## config.mk

```make
export PLATFORM = sky130hd
export DESIGN_NAME = counter_mod_updown
export DESIGN_NICKNAME = d
export VERILOG_FILES = /design/src/rtl/counter_mod_updown.sv
export SDC_FILE = /design/constraint.sdc
export NUM_CORES = 1
export LEC_CHECK = 0
export CORE_UTILIZATION = 48
export CTS_CLUSTER_DIAMETER = 120
export DETAILED_ROUTE_END_ITERATION = 10
export GPL_TIMING_DRIVEN = 0
export PLACE_DENSITY = 0.85
export SLEW_MARGIN = 40
export SYNTH_ARGS = -nofsm -noshare
export SYNTH_HDL_FRONTEND = slang
export SYNTH_SLANG_ARGS = --single-unit
```

## constraint.sdc

```tcl
create_clock -name clk -period 5.4 [get_ports clk]
set_input_delay 1.08 -clock clk [delete_from_list [all_inputs] [get_ports clk]]
set_output_delay 1.08 -clock clk [all_outputs]
set_load 0.01 [all_outputs]
```

## src/rtl/counter_mod_updown.sv

```systemverilog
// Run-time-programmable up/down modulo counter with synchronous clear/load,
// a combinational terminal count for cascading and a registered wrap pulse.
module counter_mod_updown #(
    parameter int CNT_WIDTH   = 8,
    parameter int DEFAULT_MOD = 10
) (
    input  logic                 clk,
    input  logic                 reset_n,
    input  logic                 enable,
    input  logic                 up_down,
    input  logic                 sync_clr,
    input  logic                 load,
    input  logic [CNT_WIDTH-1:0] load_value,
    input  logic                 mod_we,
    input  logic [CNT_WIDTH-1:0] mod_in,
    output logic [CNT_WIDTH-1:0] counter_out,
    output logic [CNT_WIDTH-1:0] modulus_out,
    output logic                 tc,
    output logic                 wrap
);

    localparam logic [CNT_WIDTH-1:0] ONE       = CNT_WIDTH'(1);
    localparam logic [CNT_WIDTH-1:0] ZERO      = '0;
    localparam logic [CNT_WIDTH-1:0] RESET_MOD = CNT_WIDTH'(DEFAULT_MOD);

    logic [CNT_WIDTH-1:0] count_q;
    logic [CNT_WIDTH-1:0] count_d;
    logic [CNT_WIDTH-1:0] mod_q;
    logic [CNT_WIDTH-1:0] mod_last;
    logic                 wrap_q;
    logic                 wrap_d;
    logic                 at_top;
    logic                 at_zero;
    logic                 out_of_range;

    // The modulus register never holds a value below 2, so M-1 cannot underflow.
    assign mod_last     = mod_q - ONE;
    assign at_top       = (count_q == mod_last);
    assign at_zero      = (count_q == ZERO);
    assign out_of_range = (count_q > mod_last);

    always_comb begin
        // NOTE: every output of this block gets a default first, so no path leaves it unassigned and no latch is inferred.
        count_d = count_q;
        wrap_d  = 1'b0;
        if (sync_clr) begin
            count_d = ZERO;
        end else if (load) begin
            count_d = (load_value < mod_q) ? load_value : mod_last;
        end else if (enable) begin
            if (up_down) begin
                if (at_top) begin
                    count_d = ZERO;
                    wrap_d  = 1'b1;
                end else if (out_of_range) begin
                    count_d = ZERO;
                end else begin
                    count_d = count_q + ONE;
                end
            end else begin
                if (at_zero) begin
                    count_d = mod_last;
                    wrap_d  = 1'b1;
                end else if (out_of_range) begin
                    count_d = mod_last;
                end else begin
                    count_d = count_q - ONE;
                end
            end
        end
    end

    always_ff @(posedge clk or negedge reset_n) begin
        // NOTE: state registers use non-blocking assignments so every flop samples pre-edge values.
        if (!reset_n) begin
            count_q <= ZERO;
            wrap_q  <= 1'b0;
        end else begin
            count_q <= count_d;
            wrap_q  <= wrap_d;
        end
    end

    // Modulus writes bypass the counter priority chain; this cycle's step still uses the old M.
    always_ff @(posedge clk or negedge reset_n) begin
        if (!reset_n) begin
            mod_q <= RESET_MOD;
        end else if (mod_we && (mod_in >= CNT_WIDTH'(2))) begin
            mod_q <= mod_in;
        end
    end

    assign tc          = enable & (up_down ? at_top : at_zero);
    assign counter_out = count_q;
    assign modulus_out = mod_q;
    assign wrap        = wrap_q;

endmodule

```

Word level (Yosys, flattened, before mapping) --
Index checks and enable logic that the tools add are counted.
Word-level totals: register bits 17, input port bits 23, output and inout bits 18, logic and storage cells 30
Operators by class: add/subtract/negate cells 3, order comparisons 3, equal/unequal tests 1, multiplexer cells 16, bitwise operators 1, reductions and logical operators 3
Operator list (count):
- $mux W8 | 9
- $sub A8 B1 Y8 const B | 2
- $add A8 B1 Y8 const B | 1
- $eq A8 B8 Y1 | 1
- $ge A8 B2 Y1 const B | 1
- $gt A8 B8 Y1 | 1
- $logic_not A8 Y1 | 1
- $lt A8 B8 Y1 | 1
- $mux W1 | 7
- $reduce_bool A3 Y1 | 1
- $and A1 B1 Y1 | 1
- $logic_and A1 B1 Y1 | 1

Logic depth before layout (Yosys ltp) --
Gate-level depths: netlist of run 1.
depth after elaboration 8, depth in mapped cells 12, depth with buffers taken out 11

Worst setup path after synthesis of run 1 --
No wires, ideal clock.
path kind reg-to-output, from register mod_q[1], in the netlist modulus_out[1], to output port tc, data arrival time 1.994 ns, data required time 4.320 ns, slack 2.326 ns, cell stages (with the launch flop) 11, path buffers 0, cells stage by stage dfstp_2 inv_1 ha_1 and3_1 xnor2_1 ha_1 nand4_1 nor2_1 nand2_1 o21ai_1 and2_1
On the way: longest elaborated chain between the ends 4
Ends and longest elaborated chain:
- start: declaration | RTL line 28 | logic [CNT_WIDTH-1:0] mod_q;
- start signal: assignment | RTL line 89 | mod_q <= mod_in;
- $sub A8 B1 Y8 | RTL line 37 | assign mod_last = mod_q - ONE;
- $eq A8 B8 Y1 | RTL line 38 | assign at_top = (count_q == mod_last);
- $mux W1 | RTL line 93 | assign tc = enable & (up_down ? at_top : at_zero);
- $and A1 B1 Y1 | RTL line 93
- end: declaration | RTL line 18 | output logic tc,
No other way between the ends.

Worst setup path after layout of run 1 --
from register mod_q[4], in the netlist modulus_out[4], to output port tc
The elaborated chain is that of the path after synthesis.

==> run_results.csv, run 1 <==
group,metric,value,unit
outcome,outcome,"finished, final reports clean",
drt,ant_nets,0,
worst_setup_path,critical-path-max-stage-delay,0.53,ns
sta,fmax,239,MHz
sta,skew,0.00519,ns
global_routing,grt_pass1_wl,8240,um
worst_setup_path,critPathLaunchType,"flip-flop",
global_routing,antenna_found_initial,0,
sta,drv_slew,0,
floorplan,rows,22,
final_layout,final_net_count,324,
cts,clock_latency,0.26,ns
cts,postCtsSetupBuffers,0,
sta,slew_headroom,0.453,
worst_setup_path,path_cells,"nor4_1, nand4_1, xnor2_1, ha_1, nand4_1, nor2_1, nand2_1, o21ai_1, and2_1, clkdlybuf4s50_1",
yosys,synthFlopType,"dfrtp_1",
worst_setup_path,path_common_cell,"nand4_1",
worst_setup_path,path_depth,10,
yosys,yosysSeqAreaShare,0.223,
sta,finalHoldViolCount,0,
yosys,avgSynthCellArea,8.04,um^2
global_routing,grt_overflow,0,
floorplan,dieArea,0.00426,mm^2
drt,detail_route.wl_per_cell,15.8,um
place,dp_hpwl,4200,um
power,p_seq_frac,0.264,
worst_setup_path,cpLargestDelayFamily,"simple AND/OR/NAND/NOR gates",
run,drv_cap,0,
final_layout,seq_area,428,um^2
cts,clock_sinks,17,
worst_setup_path,worstSetupEndpointType,"output pin",
cts,cts_resized,0,
yosys,ys_types,54,
power,peakVddDrop,0.000167,V
worst_setup_path,worstPathRequired,4.32,ns
cts,h-tree-depth,1,
sta,min_period,4.19,ns
power,switching_share,0.425,
global_routing,grt_max_degree,18,
floorplan,coreArea,0.00374,mm^2
worst_setup_path,reg2regPathDepth,11,
drt,detailedRoute.firstIterationViolations,111,
floorplan,io_pins,41,
worst_setup_path,crit_fanout,5,
yosys,ys_ff_latch,17,
drt,drt_wl_total,5210,um
place,portBuffers,38,
final_layout,n_fill_cell,351,
cts,postCtsHoldBufs,0,
power,p_clk_frac,0.151,
drt,vias,1965,
yosys,synth_edf_count,0,
yosys,synthArstFlopShare,1.00,
power,p_int,0.364,mW
power,pwr-share-comb,0.584,
power,pwr_density_cell,263,mW/mm^2
final_layout,drive_gt1_frac,0.0783,
yosys,synth_cells,239,
place,globalplace.congestion,0.967,
sta,tightest_slew,0.814,ns
power,total_power,0.634,mW
final_layout,multi_input_area,0.00138,mm^2
floorplan,die_width,65.3,um
drt,remaining_drc_errors,0,
worst_setup_path,timing.critical_path.arrival,3.11,ns
cts,cts_root_buf,"clkbuf_8",
cts,numCtsBuffers,3,
global_routing,first_global_vias,1768,
power,p_leak,1.02,nW
power,p_sw,0.269,mW
worst_setup_path,cpMaxStageDelayCell,"clkdlybuf4s50_1",
final_layout,n_antenna_cell,0,
cts,cts_tree,"built",
sta,setup-tns-final,0,ns
sta,rsz0062_at_grt,"no",
floorplan,die_y,65.3,um
final_layout,area_growth,25.7,%
global_routing,grt.total_usage,0.255,
yosys,syn-cell-area,0.00192,mm^2
hold_path,hp-class,"flip-flop to flip-flop",
cts,cts_buffer_depth,2,
yosys,synth_nets,281,
sta,fin_crit_sh,0.776,
sta,setup_viol,0,
drt,dr.pass1.iters,4,
worst_setup_path,crit_buf_inv,1,
hold_path,holdPathStages,2,
yosys,ys.warnings.count,0,
worst_setup_path,crit_type,"flip-flop to output pin",
drt,viasPerCell,5.97,
cts,clk_pin_slew,0.07,ns
floorplan,start_util,0.513,
==> path summary, 6_finish.rpt <==
kind                           startpoint              to  slack (ns)
max                        modulus_out[4]              tc        1.21
min                        modulus_out[1]  modulus_out[1]        0.49
max in group asynchronous         reset_n  modulus_out[1]        4.35
max reg2reg                modulus_out[4]  counter_out[6]        1.95
min in group asynchronous         reset_n  modulus_out[6]        0.73
min reg2reg                modulus_out[1]  modulus_out[1]        0.49
==> flip-flops by register name (all words and copies together), names as in the netlist <==
signal / flops
counter_out: 8
modulus_out: 8
wrap: 1
==> power by group through the flow <==
| stage | registers [mW] | clock network, mW | logic [mW] |
|---|---|---|---|
| final | 0.168 | 0.0960 | 0.370 |
| after global routing | 0.170 | 0.103 | 0.406 |
| after CTS | 0.168 | 0.0985 | 0.365 |
| after detailed placement | 0.170 | 0 | 0.363 |
| after global placement | 0.169 | 0 | 0.354 |
| after floorplan | 0.172 | 0 | 0.247 |
==> cell usage after synthesis, drive strengths merged, types with 4 or more instances <==
cell / n / share of area
a211oi: 8 / 0.031
a21o: 4 / 0.016
a21oi: 12 / 0.031
a221o: 6 / 0.031
a31oi: 4 / 0.013
clkbuf: 11 / 0.021
dfrtp: 15 / 0.20
ha: 19 / 0.12
inv: 17 / 0.033
nand2: 24 / 0.047
nand3: 12 / 0.038
nand4: 4 / 0.013
nor2: 18 / 0.035
nor3: 8 / 0.021
o21ai: 8 / 0.021
or3: 6 / 0.020
xnor2: 8 / 0.036
==> cells by family after synthesis <==
group / Yosys count / synth area share
muxes: 5 / 0.0280
buffers and inverters: 30 / 0.0645
AOI/OAI and AO/OA: 63 / 0.244
adders and majority gates: 19 / 0.124
xor gates and xnor gates: 11 / 0.0502
DFF: 17 / 0.223
and+or+nand+nor: 94 / 0.266
==> stage by stage <==
| step | hold WS (ns) | setup WS, ns | area (um^2) | util | std cells |
|---|---|---|---|---|---|
| finish | 0.494 | 1.21 | 2410 | 0.645 | 329 |
| global route | 0.510 | 1.04 | 2410 | 0.645 | 329 |
| CTS | 0.495 | 1.23 | 2410 | 0.643 | 329 |
| detailed placement | 0.486 | 1.51 | 2360 | 0.631 | 325 |
| global placement | 0.472 | 1.52 | 2360 | 0.631 | 325 |
| floorplan | 0.477 | 2.33 | 1920 | - | 239 |
==> routing by layer <==
metal / vias to the layer above / global-route usage / wire length (um)
met5: - / 0 / 0
met4: 0 / 0.0951 / 138
met3: 15 / 0.0382 / 331
met2: 78 / 0.392 / 2380
met1: 901 / 0.358 / 2360
li1: 971 / - / -
==> cell type report <==
type	instances	area share
repair buffers	38	0.156
inverters	17	0.0264
flip-flops and latches	17	0.177
well taps	48	0.0249
plain buffers	13	0.0249
clock inverters	1	0.00207
multi-input cells	192	0.572
clock buffers	3	0.0171
==> worst min-delay path, stage by stage (launching register included) <==
cell	delay, ns
dfstp_2	0.38
nand2_1	0.06
nand2_1	0.05
==> cell usage in the layout (no fill, tap or decap), types with 3 or more instances in the layout <==
master,count
a211oi_1,8
a21o_1,4
a21oi_1,12
a221o_1,6
a31oi_1,4
and3_1,3
clkbuf_1,11
clkbuf_8,3
clkdlybuf4s50_1,37
dfrtp_1,15
ha_1,19
inv_1,17
mux2_2,3
nand2_1,24
nand2b_1,3
nand3_1,11
nand4_1,4
nor2_1,18
nor3_1,8
nor4_1,3
o211ai_1,3
o21ai_0,7
or3_1,6
xnor2_1,8
xor2_1,3
No activity file was read; power rests on OpenSTA's default activity.
==> run 2: changes to the inputs <==
==> constraint.sdc (replaced) <==
create_clock -name clk -period 4.36 [get_ports clk]
set_input_delay 0.872 -clock clk [delete_from_list [all_inputs] [get_ports clk]]
set_output_delay 0.872 -clock clk [all_outputs]
set_load 0.01 [all_outputs]
==> results of run 2 <==
Same layout as run 1 (identical final DEF). Status: finished, final reports clean.
Main changes from that run: setup slack after placement 1.51 ns -> 0.703 ns; setup slack after layout 1.21 ns -> 0.376 ns; register-to-register setup slack 1.95 ns -> 0.91 ns; total power 0.634 mW -> 0.785 mW; worst IR drop on VDD 0.000167 V -> 0.000206 V
